## src/rtl/fifo_wr_arbiter.sv

```systemverilog
// rtl/fifo_wr_arbiter.sv - round-robin burst write arbiter in front of a synchronous FIFO
//
// Shares one FIFO write port among NUM_REQ valid/ready requesters. Grants
// bursts of up to MAX_BURST beats, then rotates priority. A local credit
// counter tracks FIFO occupancy so the registered write path never overflows.
//
// Ports:
//   clk, rst       clock and synchronous active-high reset
//   req_valid      per-requester beat valid
//   req_data       requester i data at [i*DATA_WIDTH +: DATA_WIDTH]
//   req_ready      combinational grant, at most one bit set
//   fifo_wr_en     registered FIFO write enable
//   fifo_din       registered FIFO write data
//   fifo_rd_en     consumer read enable (same signal driving the FIFO)
//   fifo_empty     FIFO empty flag
//   fifo_full      FIFO full flag, used only for overflow monitoring
//   occupancy      credit count: beats accepted minus beats popped
//   overflow_err   sticky error flag, cleared only by rst
module fifo_wr_arbiter #(
   parameter int DATA_WIDTH = 8,
   parameter int DEPTH      = 16,
   parameter int NUM_REQ    = 4,
   parameter int MAX_BURST  = 4
) (
   input  logic                            clk,
   input  logic                            rst,
   input  logic [NUM_REQ-1:0]              req_valid,
   input  logic [NUM_REQ*DATA_WIDTH-1:0]   req_data,
   output logic [NUM_REQ-1:0]              req_ready,
   output logic                            fifo_wr_en,
   output logic [DATA_WIDTH-1:0]           fifo_din,
   input  logic                            fifo_rd_en,
   input  logic                            fifo_empty,
   input  logic                            fifo_full,
   output logic [$clog2(DEPTH+1)-1:0]      occupancy,
   output logic                            overflow_err
);

   localparam int IDX_W = (NUM_REQ > 1) ? $clog2(NUM_REQ) : 1;
   localparam int CNT_W = $clog2(MAX_BURST + 1);
   localparam int OCC_W = $clog2(DEPTH + 1);

   typedef enum logic {
      IDLE,
      BURST
   } state_t;

   state_t             state;
   logic [IDX_W-1:0]   rr_ptr;
   logic [IDX_W-1:0]   owner;
   logic [CNT_W-1:0]   beat_cnt;

   logic [IDX_W-1:0]   winner;
   logic               any_valid;
   logic [IDX_W-1:0]   grant_idx;
   logic               credit_ok;
   logic               accept;
   logic               pop;
   logic [DATA_WIDTH-1:0] acc_data;

   function automatic logic [IDX_W-1:0] next_idx(input logic [IDX_W-1:0] i);
      if (int'(i) == NUM_REQ - 1)
         return '0;
      else
         return i + IDX_W'(1);
   endfunction

   // First valid requester at or after rr_ptr, wrapping modulo NUM_REQ.
   always_comb begin
      winner    = rr_ptr;
      any_valid = 1'b0;
      for (int k = 0; k < NUM_REQ; k++) begin
         int               pos;
         logic [IDX_W-1:0] cand;
         pos = int'(rr_ptr) + k;
         if (pos >= NUM_REQ)
            pos = pos - NUM_REQ;
         cand = IDX_W'(pos);
         if (!any_valid && req_valid[cand]) begin
            winner    = cand;
            any_valid = 1'b1;
         end
      end
   end

   assign credit_ok = (occupancy < OCC_W'(DEPTH));
   assign grant_idx = (state == IDLE) ? winner : owner;
   assign pop       = fifo_rd_en & ~fifo_empty;

   // In BURST the owner keeps the grant even with valid low; that cycle is
   // the gap that ends its burst.
   always_comb begin
      req_ready = '0;
      if (!rst && credit_ok && ((state == BURST) || any_valid))
         req_ready[grant_idx] = 1'b1;
   end

   assign accept   = |(req_valid & req_ready);
   assign acc_data = req_data[int'(grant_idx)*DATA_WIDTH +: DATA_WIDTH];

   always_ff @(posedge clk) begin
      if (rst) begin
         state        <= IDLE;
         rr_ptr       <= '0;
         owner        <= '0;
         beat_cnt     <= '0;
         occupancy    <= '0;
         fifo_wr_en   <= 1'b0;
         fifo_din     <= '0;
         overflow_err <= 1'b0;
      end else begin
         fifo_wr_en <= accept;
         if (accept)
            fifo_din <= acc_data;

         // Credit tracks accepts rather than FIFO writes, so the beat in the
         // write register is already counted.
         case ({accept, pop})
            2'b10:   occupancy <= occupancy + OCC_W'(1);
            2'b01:   occupancy <= occupancy - OCC_W'(1);
            default: occupancy <= occupancy;
         endcase

         if (fifo_wr_en && fifo_full && !pop)
            overflow_err <= 1'b1;

         case (state)
            IDLE: begin
               if (accept) begin
                  owner    <= winner;
                  beat_cnt <= CNT_W'(1);
                  if (MAX_BURST == 1)
                     rr_ptr <= next_idx(winner);
                  else
                     state <= BURST;
               end
            end
            BURST: begin
               if (req_valid[owner]) begin
                  if (credit_ok) begin
                     beat_cnt <= beat_cnt + CNT_W'(1);
                     if (beat_cnt + CNT_W'(1) == CNT_W'(MAX_BURST)) begin
                        state  <= IDLE;
                        rr_ptr <= next_idx(owner);
                     end
                  end
               end else begin
                  state  <= IDLE;
                  rr_ptr <= next_idx(owner);
               end
            end
            default: state <= IDLE;
         endcase
      end
   end

endmodule

```

## config.mk

```make
export PLATFORM = sky130hd
export DESIGN_NAME = fifo_wr_arbiter
export DESIGN_NICKNAME = d
export VERILOG_FILES = /design/src/rtl/fifo_wr_arbiter.sv
export SDC_FILE = /design/constraint.sdc
export NUM_CORES = 1
export LEC_CHECK = 0
export CAP_MARGIN = 15
export CORE_MARGIN = 5
export CORE_UTILIZATION = 63
export DETAILED_ROUTE_END_ITERATION = 10
export DONT_BUFFER_PORTS = 1
export PLACE_DENSITY = 0.76
export SYNTH_ARGS = -nofsm -noshare
export SYNTH_HDL_FRONTEND = slang
export SYNTH_SLANG_ARGS = --single-unit
```

## constraint.sdc

```tcl
create_clock -name clk -period 4.2 [get_ports clk]
set_clock_uncertainty 0.05 [all_clocks]
set_input_delay 0.42 -clock clk [delete_from_list [all_inputs] [get_ports clk]]
set_output_delay 0.42 -clock clk [all_outputs]
set_load 0.05 [all_outputs]
```

# [Word-level counts from Yosys, hierarchy flattened]
# Cells that the tools add are included.
# Widths: inputs -> output; s select.
[totals] ff_bits=23 latchBits=0 mem_bits_rw=0 mem_bits_ro=0 input_bits=41 out_inout_bits=19 n_memories=0
[op_classes] n_addsub=11 n_mul=0 div=0 magnitude_cmp=12 n_eq_ne=9 n_shift=1 muxes=40 bitwise_logic=4 n_reduce_logical=19
[ops] op="$shiftx 32x6->8" count=1
[ops] op="$mux 2" count=13
[ops] op="$lt 2x3->1 const B" count=6
[ops] op="$mux 1" count=14
[ops] op="$bmux 1 s2" count=5
[ops] op="$pmux 5 s2" count=1
[ops] op="$ge 3x3->1 const B" count=3
[ops] op="$mux 3" count=3
[ops] op="$logic_and 1x1->1" count=8
[ops] op="$sub 2x1->2 const B" count=4
[ops] op="$add 2x2->3 const B" count=2
[ops] op="$ne 2x1->1 const B" count=3
[ops] op="$pmux 3 s2" count=1
[ops] op="$reduce_and 3->1" count=2
[ops] op="$add 5x1->5 const B" count=1
[ops] op="$logic_not 1->1" count=5
[ops] op="$lt 5x5->1 const B" count=1
[ops] op="$sub 5x1->5 const B" count=1
[ops] op="$and 4x4->4" count=1
[ops] op="$eq 2x1->1 const B" count=2
[ops] op="$mux 4" count=1
[ops] op="$ne 2x2->1 const B" count=2
[ops] op="$reduce_or 4->1" count=1
[ops] op="$add 2x1->3 const B" count=1
[ops] op="other kinds (13)" count=14

# [Depth between registers and ports, before layout]
# Gate-level depths: netlist of run 1.
[logic_depth] ltp_word=24 ltp_mapped=17

# [Least setup slack after synthesis of run 1]
# OpenSTA, ideal clock, no wires.
[synth_path] path_type="input port to flip-flop" from="in req_valid[1]" to="reg occupancy[4]" setup_ns=0.071 arrival_time_ns=3.134 t_required_ns=4.079 slack_ns=0.945 path_stages=17 n_path_buf=3 path_cell_list="buf_2 nor2_1 a2111oi_2 o31ai_2 buf_6 o21ai_2 nand3_2 buf_6 ha_1 inv_1 fa_1 inv_1 a21o_1 a21oi_1 xnor2_1 or3_1 a21oi_1"
[synth_between] elab_chain_cells=22 word_cells_on_any_way=37
[synth_lines] item="from (decl)" line_no="27" rtl="input logic [NUM_REQ-1:0] req_valid,"
[synth_lines] item="$bmux 1 s2" line_no="79" rtl="if (!any_valid && req_valid[cand]) begin"
[synth_lines] item="$mux 1 (not written as such)" line_no="79"
[synth_lines] item="$mux 1" line_no="79"
[synth_lines] item="$logic_not 1->1" line_no="79"
[synth_lines] item="$logic_and 1x1->1" line_no="79"
[synth_lines] item="$mux 1" line_no="79"
[synth_lines] item="$logic_not 1->1" line_no="79"
[synth_lines] item="$logic_and 1x1->1" line_no="79"
[synth_lines] item="[... 6 more ...]"
[synth_lines] item="$logic_and 1x1->1 (not written as such)" line_no="95" rtl="req_ready[grant_idx] = 1'b1;"
[synth_lines] item="$mux 1 (not written as such)" line_no="95"
[synth_lines] item="$demux 1 s2" line_no="95"
[synth_lines] item="$mux 4" line_no="94" rtl="if (!rst && credit_ok && ((state == BURST) || any_valid))"
[synth_lines] item="$and 4x4->4 (*)" line_no="98" rtl="assign accept = |(req_valid & req_ready);"
[synth_lines] item="$reduce_or 4->1 (*)" line_no="98"
[synth_lines] item="$eq 2x1->1 or $eq 2x2->1 (tied branches)" line_no="118" rtl="case ({accept, pop})"
[synth_lines] item="$pmux 5 s2 or $reduce_bool 2->1 (tied branches)"
[synth_lines] item="to (signal assigned)" line_no="119" rtl="2'b10: occupancy <= occupancy + OCC_W'(1);"
[synth_lines] item="to (signal assigned)" line_no="120" rtl="2'b01: occupancy <= occupancy - OCC_W'(1);"
[synth_lines] item="to (signal assigned)" line_no="121" rtl="default: occupancy <= occupancy;"
[synth_lines] item="to (decl)" line_no="35" rtl="output logic [$clog2(DEPTH+1)-1:0] occupancy,"
# Mark *: on every way between the ends. The rest lies on a longest branch, timed or not. The select of a mux whose other input is x is not followed.
# A chain may end at the register's enable or synchronous reset.

# [Final worst setup path of run 1]
[layout_path] from="reg rr_ptr[1]" to="reg occupancy[4]"
[layout_between] elab_chain_cells=24 word_cells_on_any_way=52
[layout_lines] item="from (decl)" line_no="49" rtl="logic [IDX_W-1:0] rr_ptr;"
[layout_lines] item="from (signal assigned)" line_no="133" rtl="rr_ptr <= next_idx(winner);"
[layout_lines] item="from (signal assigned)" line_no="144" rtl="rr_ptr <= next_idx(owner);"
[layout_lines] item="from (signal assigned)" line_no="149" rtl="rr_ptr <= next_idx(owner);"
[layout_lines] item="parallel branches: the longest is 19 deep, another holds $add 2x1->3"
[layout_lines] item="$mux 4 (*)" line_no="94"
[layout_lines] item="$and 4x4->4 (*)" line_no="98"
[layout_lines] item="$reduce_or 4->1 (*)" line_no="98"
[layout_lines] item="$eq 2x1->1 or $eq 2x2->1 (tied branches)" line_no="118"
[layout_lines] item="$pmux 5 s2 or $reduce_bool 2->1 (tied branches)"
# Mark *: on every way between the ends. The select of a mux whose other input is x is not followed.

==> results of run 1 <==
[worst max-delay path: stages (launching register included)]
cell	delay [ps]
dfxtp_1	520
nor2_1	100
a2111oi_2	500
o31a_1	430
nand4_1	130
nand3_1	120
nand3_2	90
ha_1	270
inv_1	120
fa_1	220
inv_1	50
a21o_1	170
a21oi_1	160
xnor2_1	90
or3_1	310
a21oi_1	140
[routing by layer]
layer / track usage [%] / vias up
li1: - / 703
met1: 24.8 / 667
met2: 31.5 / 44
met3: 5.37 / 2
met4: 5.15 / 0
met5: 0 / -
[sequential cells by signal, summed over array words and instances, names as in the netlist]
signal        flops
fifo_din          8
state             1
fifo_wr_en        1
rr_ptr            2
occupancy         5
overflow_err      1
owner             2
beat_cnt          3
[power breakdown]
group / switching [uW] / internal (uW)
logic: 109 / 83.9
clock network: 66.6 / 35.6
registers: 97.8 / 244
total: 273 / 363
[cell usage in the layout, fill, tap and decap left out, drive strengths merged, types with 2 or more instances in the layout]
cell type,Yosys,layout
a21oi,19,19
xor2,3,3
o21ai,7,7
nand3,3,3
mux4,2,2
a221o,8,8
clkbuf,4,3
nor2,21,21
a31oi,3,3
mux2i,18,18
nand2b,14,14
inv,10,10
a211oi,5,5
dfxtp,23,23
or3,4,4
buf,8,3
nor2b,3,3
nand2,19,19
nor3b,2,2
ha,7,7
a21o,2,2
[cells by family after synthesis]
kind of cell | Yosys count
AO/OA/AOI/OAI | 50
XOR/XNOR | 4
adder cells (fa/ha/maj) | 8
buffers and inverters | 22
flip-flops | 23
multiplexers | 21
AND/OR/NAND/NOR | 71
[final cells by class]
type,count,area (um2),share of cell area (%)
repair buffers,3,22.5,1.33
well taps,30,37.5,2.22
inverters,10,37.5,2.22
clock inverters,1,5.00,0.296
multi-input cells,154,1100,65.4
flip-flops and latches,23,460,27.2
clock buffers,3,22.5,1.33
[worst paths after layout]
kind	from	to	slack, ps	depth (start not counted)
max	rr_ptr[1]$_SDFFE_PP0P_	occupancy[4]$_SDFFE_PP0P_	680	15
min	rst	rr_ptr[0]$_SDFFE_PP0P_	110	1
max reg2reg	rr_ptr[1]$_SDFFE_PP0P_	occupancy[4]$_SDFFE_PP0P_	680	15
min reg2reg	beat_cnt[1]$_SDFFE_PP0P_	beat_cnt[1]$_SDFFE_PP0P_	450	2
[per-stage QoR]
step | cells | cell area [um2] | utilization, % | hold WS (ps)
after global placement | 220 | 1660 | 65.9 | 421
after CTS | 224 | 1690 | 67.0 | 102
final | 224 | 1690 | 67.0 | 108
after detailed placement | 220 | 1660 | 65.9 | 432
after global routing | 224 | 1690 | 67.0 | 65.9
after floorplan | 199 | 1680 | - | 414
==> reports/qor.csv, run 1 <==
stage;metric;value;unit
outcome;outcome;completed;
synth;Synth Instances;199;
sta;Hold Vio Cnt, Final;0;
route;remaining antenna violation count;0;
power_and_ir_drop;Leak;0.000685;uW
synth;distinct cell type count after synthesis;44;
synth;Synth Area in XOR/XNOR;2.08;%
setup_path;crit path DAT;3730;ps
floorplan;die area;3810;um2
job;Max Cap Viol;0;
route;vias per cell;6.32;
synth;largest cells by area after synthesis;dfxtp_1 27%, mux2i_1 11%, a21oi_1 5.6%;
global_route;first-pass GRT wire length;5540;um
route;met1 wire length;1520;um
cts;Clock Sink Count;23;
place;IO Port Bufs;0;
cts;clock slew at reported path FFs;130;ps
power_and_ir_drop;pwr/cell area;376;nW/um2
setup_path;Setup crit start kind;flip-flop;
sta;RSZ-0062 raised after global routing;no;
floorplan;number of top-level pins;60;
synth;EDFF count, synth;0;
cts;TritonCTS clock tree;done;
floorplan;row count;18;
synth;Synth Area in Compound Gates;21.5;%
global_route;antenna violations before repair;0;
cts;Skew-Pair Late Insertion Delay;310;ps
cts;cts repair resizes;0;
power_and_ir_drop;maximum vdd drop;0.000250;V
route;met3 routed wirelength;218;um
sta;Tcrit/Tclk final;83.9;%
synth;#FFs+latches synth;23;
floorplan;Initial Utilization;66.8;%
synth;synth warn;0;
sta;Max Clk Rate;0.284;GHz
place;pre-CTS setup slack;694;ps
floorplan;Die Span Y;61.7;um
route;Pre-antenna DRT Iters;4;
cts;H-tree levels;1;
final_layout;area grow syn2layout;0.371;%
final_layout;fillers;226;
place;gpl congestion;0.891;
synth;most common cell in the netlist;dfxtp_1;
hold_path;Hold Path Class;input port to flip-flop;
cts;root buffer cell;clkbuf_4;
sta;worst rel slew slack;39.7;%
setup_path;worst endpoint required time;4400;ps
route;final wirelength;3620;um
route;met2 wire length;1860;um
setup_path;Crit Path Category;flip-flop to flip-flop;
sta;# setup viols final;0;
cts;Hold-fix buffers, CTS;0;
synth;top_reg_cell synth;dfxtp_1;
route;Routed WL per cell;16.1;um
synth;largest family of logic cells by synthesized area;compound AO/OA/AOI/OAI gates;
sta;Setup Total Neg Slack;0;ps
synth;Post-synth top cells;23 x dfxtp_1, 21 x nor2_1, 19 x a21oi_1, 18 x mux2i_1, 18 x nand2_1;
place;post-DP HPWL;2790;um
global_route;All-Layer GR Usage;19.2;%
synth;Synth Area per Inst;8.46;um2
cts;TritonCTS buffer count;3;
route;via count;1416;
synth;adder-cell area share of the yosys netlist;6.39;%
synth;Async S/R FF share, synth;0;%
final_layout;Final nets;244;
sta;min Tclk post-route;3520;ps
cts;postcts setup bufs;0;
sta;Worst Max-Slew Pin Slew;901;ps
route;residual DRC count;0;
synth;mux cell area share after synthesis;14.5;%
global_route;vias in the first global route;1240;
synth;Seq/Total Area, Yosys;27.3;%
setup_path;Worst setup EP type;flip-flop;
floorplan;core area;2520;um2
floorplan;die width;61.7;um
final_layout;n_diodes;0;
synth;post-synthesis simple-gate area fraction;21.1;%
route;max layer used;met4;
setup_path;worst-path maximum fanout;11;
global_route;gr ovfl total;0;
sta;Slew Viols, Final;0;
route;Initial DRC Count;83;
final_layout;layout cells sized above 1;8.25;%
synth;cell taking the most area after synthesis;dfxtp_1;
synth;Cell Area, Synth;1680;um2
synth;Synth top area share;27.3;%
global_route;pin count of the biggest net entering global routing;32;
power_and_ir_drop;Power, Total;636;uW
sta;post-route setup slack;675;ps
synth;syn_nets;248;
cts;Clock Path Buffers;2;
(Power assumes the default switching activity.)
==> run 2: changes to the inputs <==
Clock period 4.2 ns to 3.6 ns, I/O delays scaled along.
==> run 2 against run 1 <==
Die area unchanged. Wire length increased by 5.6%. Worst hold slack got worse by 78 ps. First-iteration DRC count increased by 12%. Worst setup slack got worse by 280 ps. Cell area increased by 2.3%. Non-clock buffer count increased by 5. Cell count increased by 2.2%. Total power increased by 20%. Fmax increased by 9.9%. Critical path depth unchanged. Critical endpoint unchanged. Largest cell class unchanged. Largest power group unchanged.
==> reports/qor.csv, run 2 (same netlist as run 1, synthesis figures left out) <==
stage;metric;value;unit;change
place;Post-Place Cells;225;;+2.3%
setup_path;slowest stage cell, crit path;dfxtp_2;;
cts;Skew-Pair Late Insertion Delay;320;ps;about the same
setup_path;Worst setup EP type;flip-flop;;
final_layout;largest registers;fifo_din (8), occupancy (5), beat_cnt (3);;
global_route;first-pass GRT wire length;5990;um;+8.1%
floorplan;core area;2520;um2;unchanged
final_layout;n_diodes;0;;unchanged
outcome;outcome;completed;;
setup_path;worst endpoint required time;3810;ps;-590 ps
setup_path;worst r2r src;rr_ptr[1]$_SDFFE_PP0P_;;
sta;Slew Viols, Final;0;;unchanged
sta;worst hold slack;30.0;ps;-78.1 ps
job;Max Cap Viol;0;;unchanged
final_layout;layout cells sized above 1;11.1;%;+2.8 points
cts;H-tree levels;1;;unchanged
final_layout;largest register by flop count;fifo_din;;
sta;worst rel slew slack;39.6;%;-0.089 points
power_and_ir_drop;pwr/cell area;440;nW/um2;+17%
setup_path;crit path DAT;3420;ps;-310 ps
sta;min Tclk post-route;3210;ps;-317 ps
sta;Hold Vio Cnt, Final;0;;unchanged
global_route;antenna violations before repair;0;;unchanged
setup_path;worst-path maximum fanout;10;;-1
cts;Clock Sink Count;23;;unchanged
place;gpl congestion;0.897;;+0.70%
setup_path;cell chain of the critical path;nor3b_1 > a2111oi_2 > o31ai_2 > o21ai_0 > o21ai_2 > nand3_2 > ha_1 > inv_1 > fa_1 > inv_1 > a21o_1 > a21oi_1 > xnor2_1 > or3_1 > a21oi_1;;
route;Pre-antenna DRT Iters;4;;unchanged
route;Initial DRC Count;93;;+12%
power_and_ir_drop;Leak;0.000711;uW;+3.8%
global_route;pin count of the biggest net entering global routing;32;;unchanged
route;residual DRC count;0;;unchanged
sta;Max Clk Rate;0.312;GHz;+9.9%
place;IO Port Bufs;0;;unchanged
hold_path;hold path endpoint;rr_ptr[1]$_SDFFE_PP0P_;;
hold_path;hold_sp;rst;;
final_layout;Largest register FFs;8;;unchanged
sta;RSZ-0062 raised after global routing;no;;
route;via count;1456;;+2.8%
setup_path;reg2reg end;occupancy[4]$_SDFFE_PP0P_;;
setup_path;Setup crit start kind;flip-flop;;
route;Routed WL per cell;16.7;um;+3.3%
sta;Setup Total Neg Slack;0;ps;unchanged
final_layout;area grow syn2layout;2.67;%;
cts;root buffer cell;clkbuf_4;;
final_layout;Final nets;249;;+2.0%
global_route;vias in the first global route;1353;;+9.1%
sta;# setup viols final;0;;unchanged
place;post-DP HPWL;2960;um;+6.1%
floorplan;number of top-level pins;60;;unchanged
power_and_ir_drop;maximum vdd drop;0.000298;V;+19%
floorplan;die width;61.7;um;unchanged
floorplan;die area;3810;um2;unchanged
setup_path;R2R cell count;15;;unchanged
floorplan;Die Span Y;61.7;um;unchanged
floorplan;row count;18;;unchanged
cts;Clock Path Buffers;2;;unchanged
cts;clock slew at reported path FFs;140;ps;about the same
global_route;All-Layer GR Usage;20.7;%;+1.4 points
hold_path;Hold Crit Depth;1;;unchanged
cts;postcts setup bufs;0;;unchanged
setup_path;Crit Path Category;flip-flop to flip-flop;;
final_layout;Layout Cells excl Fill;229;;+2.2%
final_layout;commonest cells after routing, fill and taps aside;22 x dfxtp_1, 21 x nor2_1, 19 x a21oi_1;;
power_and_ir_drop;Power, Total;761;uW;+20%
setup_path;CP max stage delay;440;ps;-80 ps
floorplan;Initial Utilization;66.8;%;unchanged
route;remaining antenna violation count;0;;unchanged
setup_path;reg2reg setup slack;390;ps;-280 ps
setup_path;crit path from;rr_ptr[1]$_SDFFE_PP0P_;;
route;vias per cell;6.36;;+0.58%
global_route;gr ovfl total;0;;unchanged
sta;Tcrit/Tclk final;89.1;%;+5.2 points
cts;TritonCTS buffer count;3;;unchanged
cts;TritonCTS clock tree;done;;
final_layout;most common cell after layout, fill and taps aside;dfxtp_1;;
sta;Worst Max-Slew Pin Slew;902;ps;+1.33 ps
route;final wirelength;3820;um;+5.6%
hold_path;Hold Path Class;input port to flip-flop;;
[run 2: worst max-delay path by stage]
stage	end	depth (start not counted)
finish	occupancy[4]$_SDFFE_PP0P_	15
floorplan	occupancy[4]$_SDFFE_PP0P_	17
detailed placement	occupancy[4]$_SDFFE_PP0P_	15
global route	occupancy[4]$_SDFFE_PP0P_	15
global placement	occupancy[4]$_SDFFE_PP0P_	15
CTS	occupancy[4]$_SDFFE_PP0P_	15
[run 2: cell type report]
class                      instances  area [um2]
tap                               30        37.5
timing repair buffer               8        60.1
sequential                        23         462
multi-input combinational        154        1100
fill                             224         793
clock inverter                     1        5.00
clock buffer                       3        22.5
inverter                          10        37.5
[run 2: report_power, final]
group	internal (uW)	switching, uW	total (uW)	leakage (uW)
logic	105	138	244	0.000505
registers	284	109	393	0.000188
clock network	41.6	81.9	124	0.0000177
[run 2: critical path: cells and delay by family, from the launching register on]
family,cells,cell delay [ps]
buf+inv,2,160
fa+ha+maj,2,470
simple gates,3,700
xor+xnor,1,90
flops,1,440
compound gates,7,1240
[run 2: routing by layer]
| metal | global-route usage [%] | vias to the layer above | part of all wire (%) |
|---|---|---|---|
| li1 | - | 712 | - |
| met4 | 8.79 | 0 | 0.79 |
| met1 | 24.7 | 682 | 40 |
| met3 | 4.34 | 4 | 7.2 |
| met2 | 35.7 | 58 | 52 |
| met5 | 0 | - | 0 |
[run 2: metrics by stage]
stage | instance area [um2] | setup WS, ps | utilization (%)
6_report | 1730 | 392 | 68.6
5_1_grt | 1730 | 62.2 | 68.6
4_1_cts | 1730 | 283 | 68.5
3_5_place_dp | 1700 | 320 | 67.4
3_3_place_gp | 1700 | 528 | 67.4
2_1_floorplan | 1680 | 405 | -
[run 2: what timing repair did]
| item | 4_1_cts | 5_1_grt |
|---|---|---|
| hold buffers | 0 | 0 |
| resized for setup | 0 | 1 |
| setup endpoints to repair | 0 | 1 |
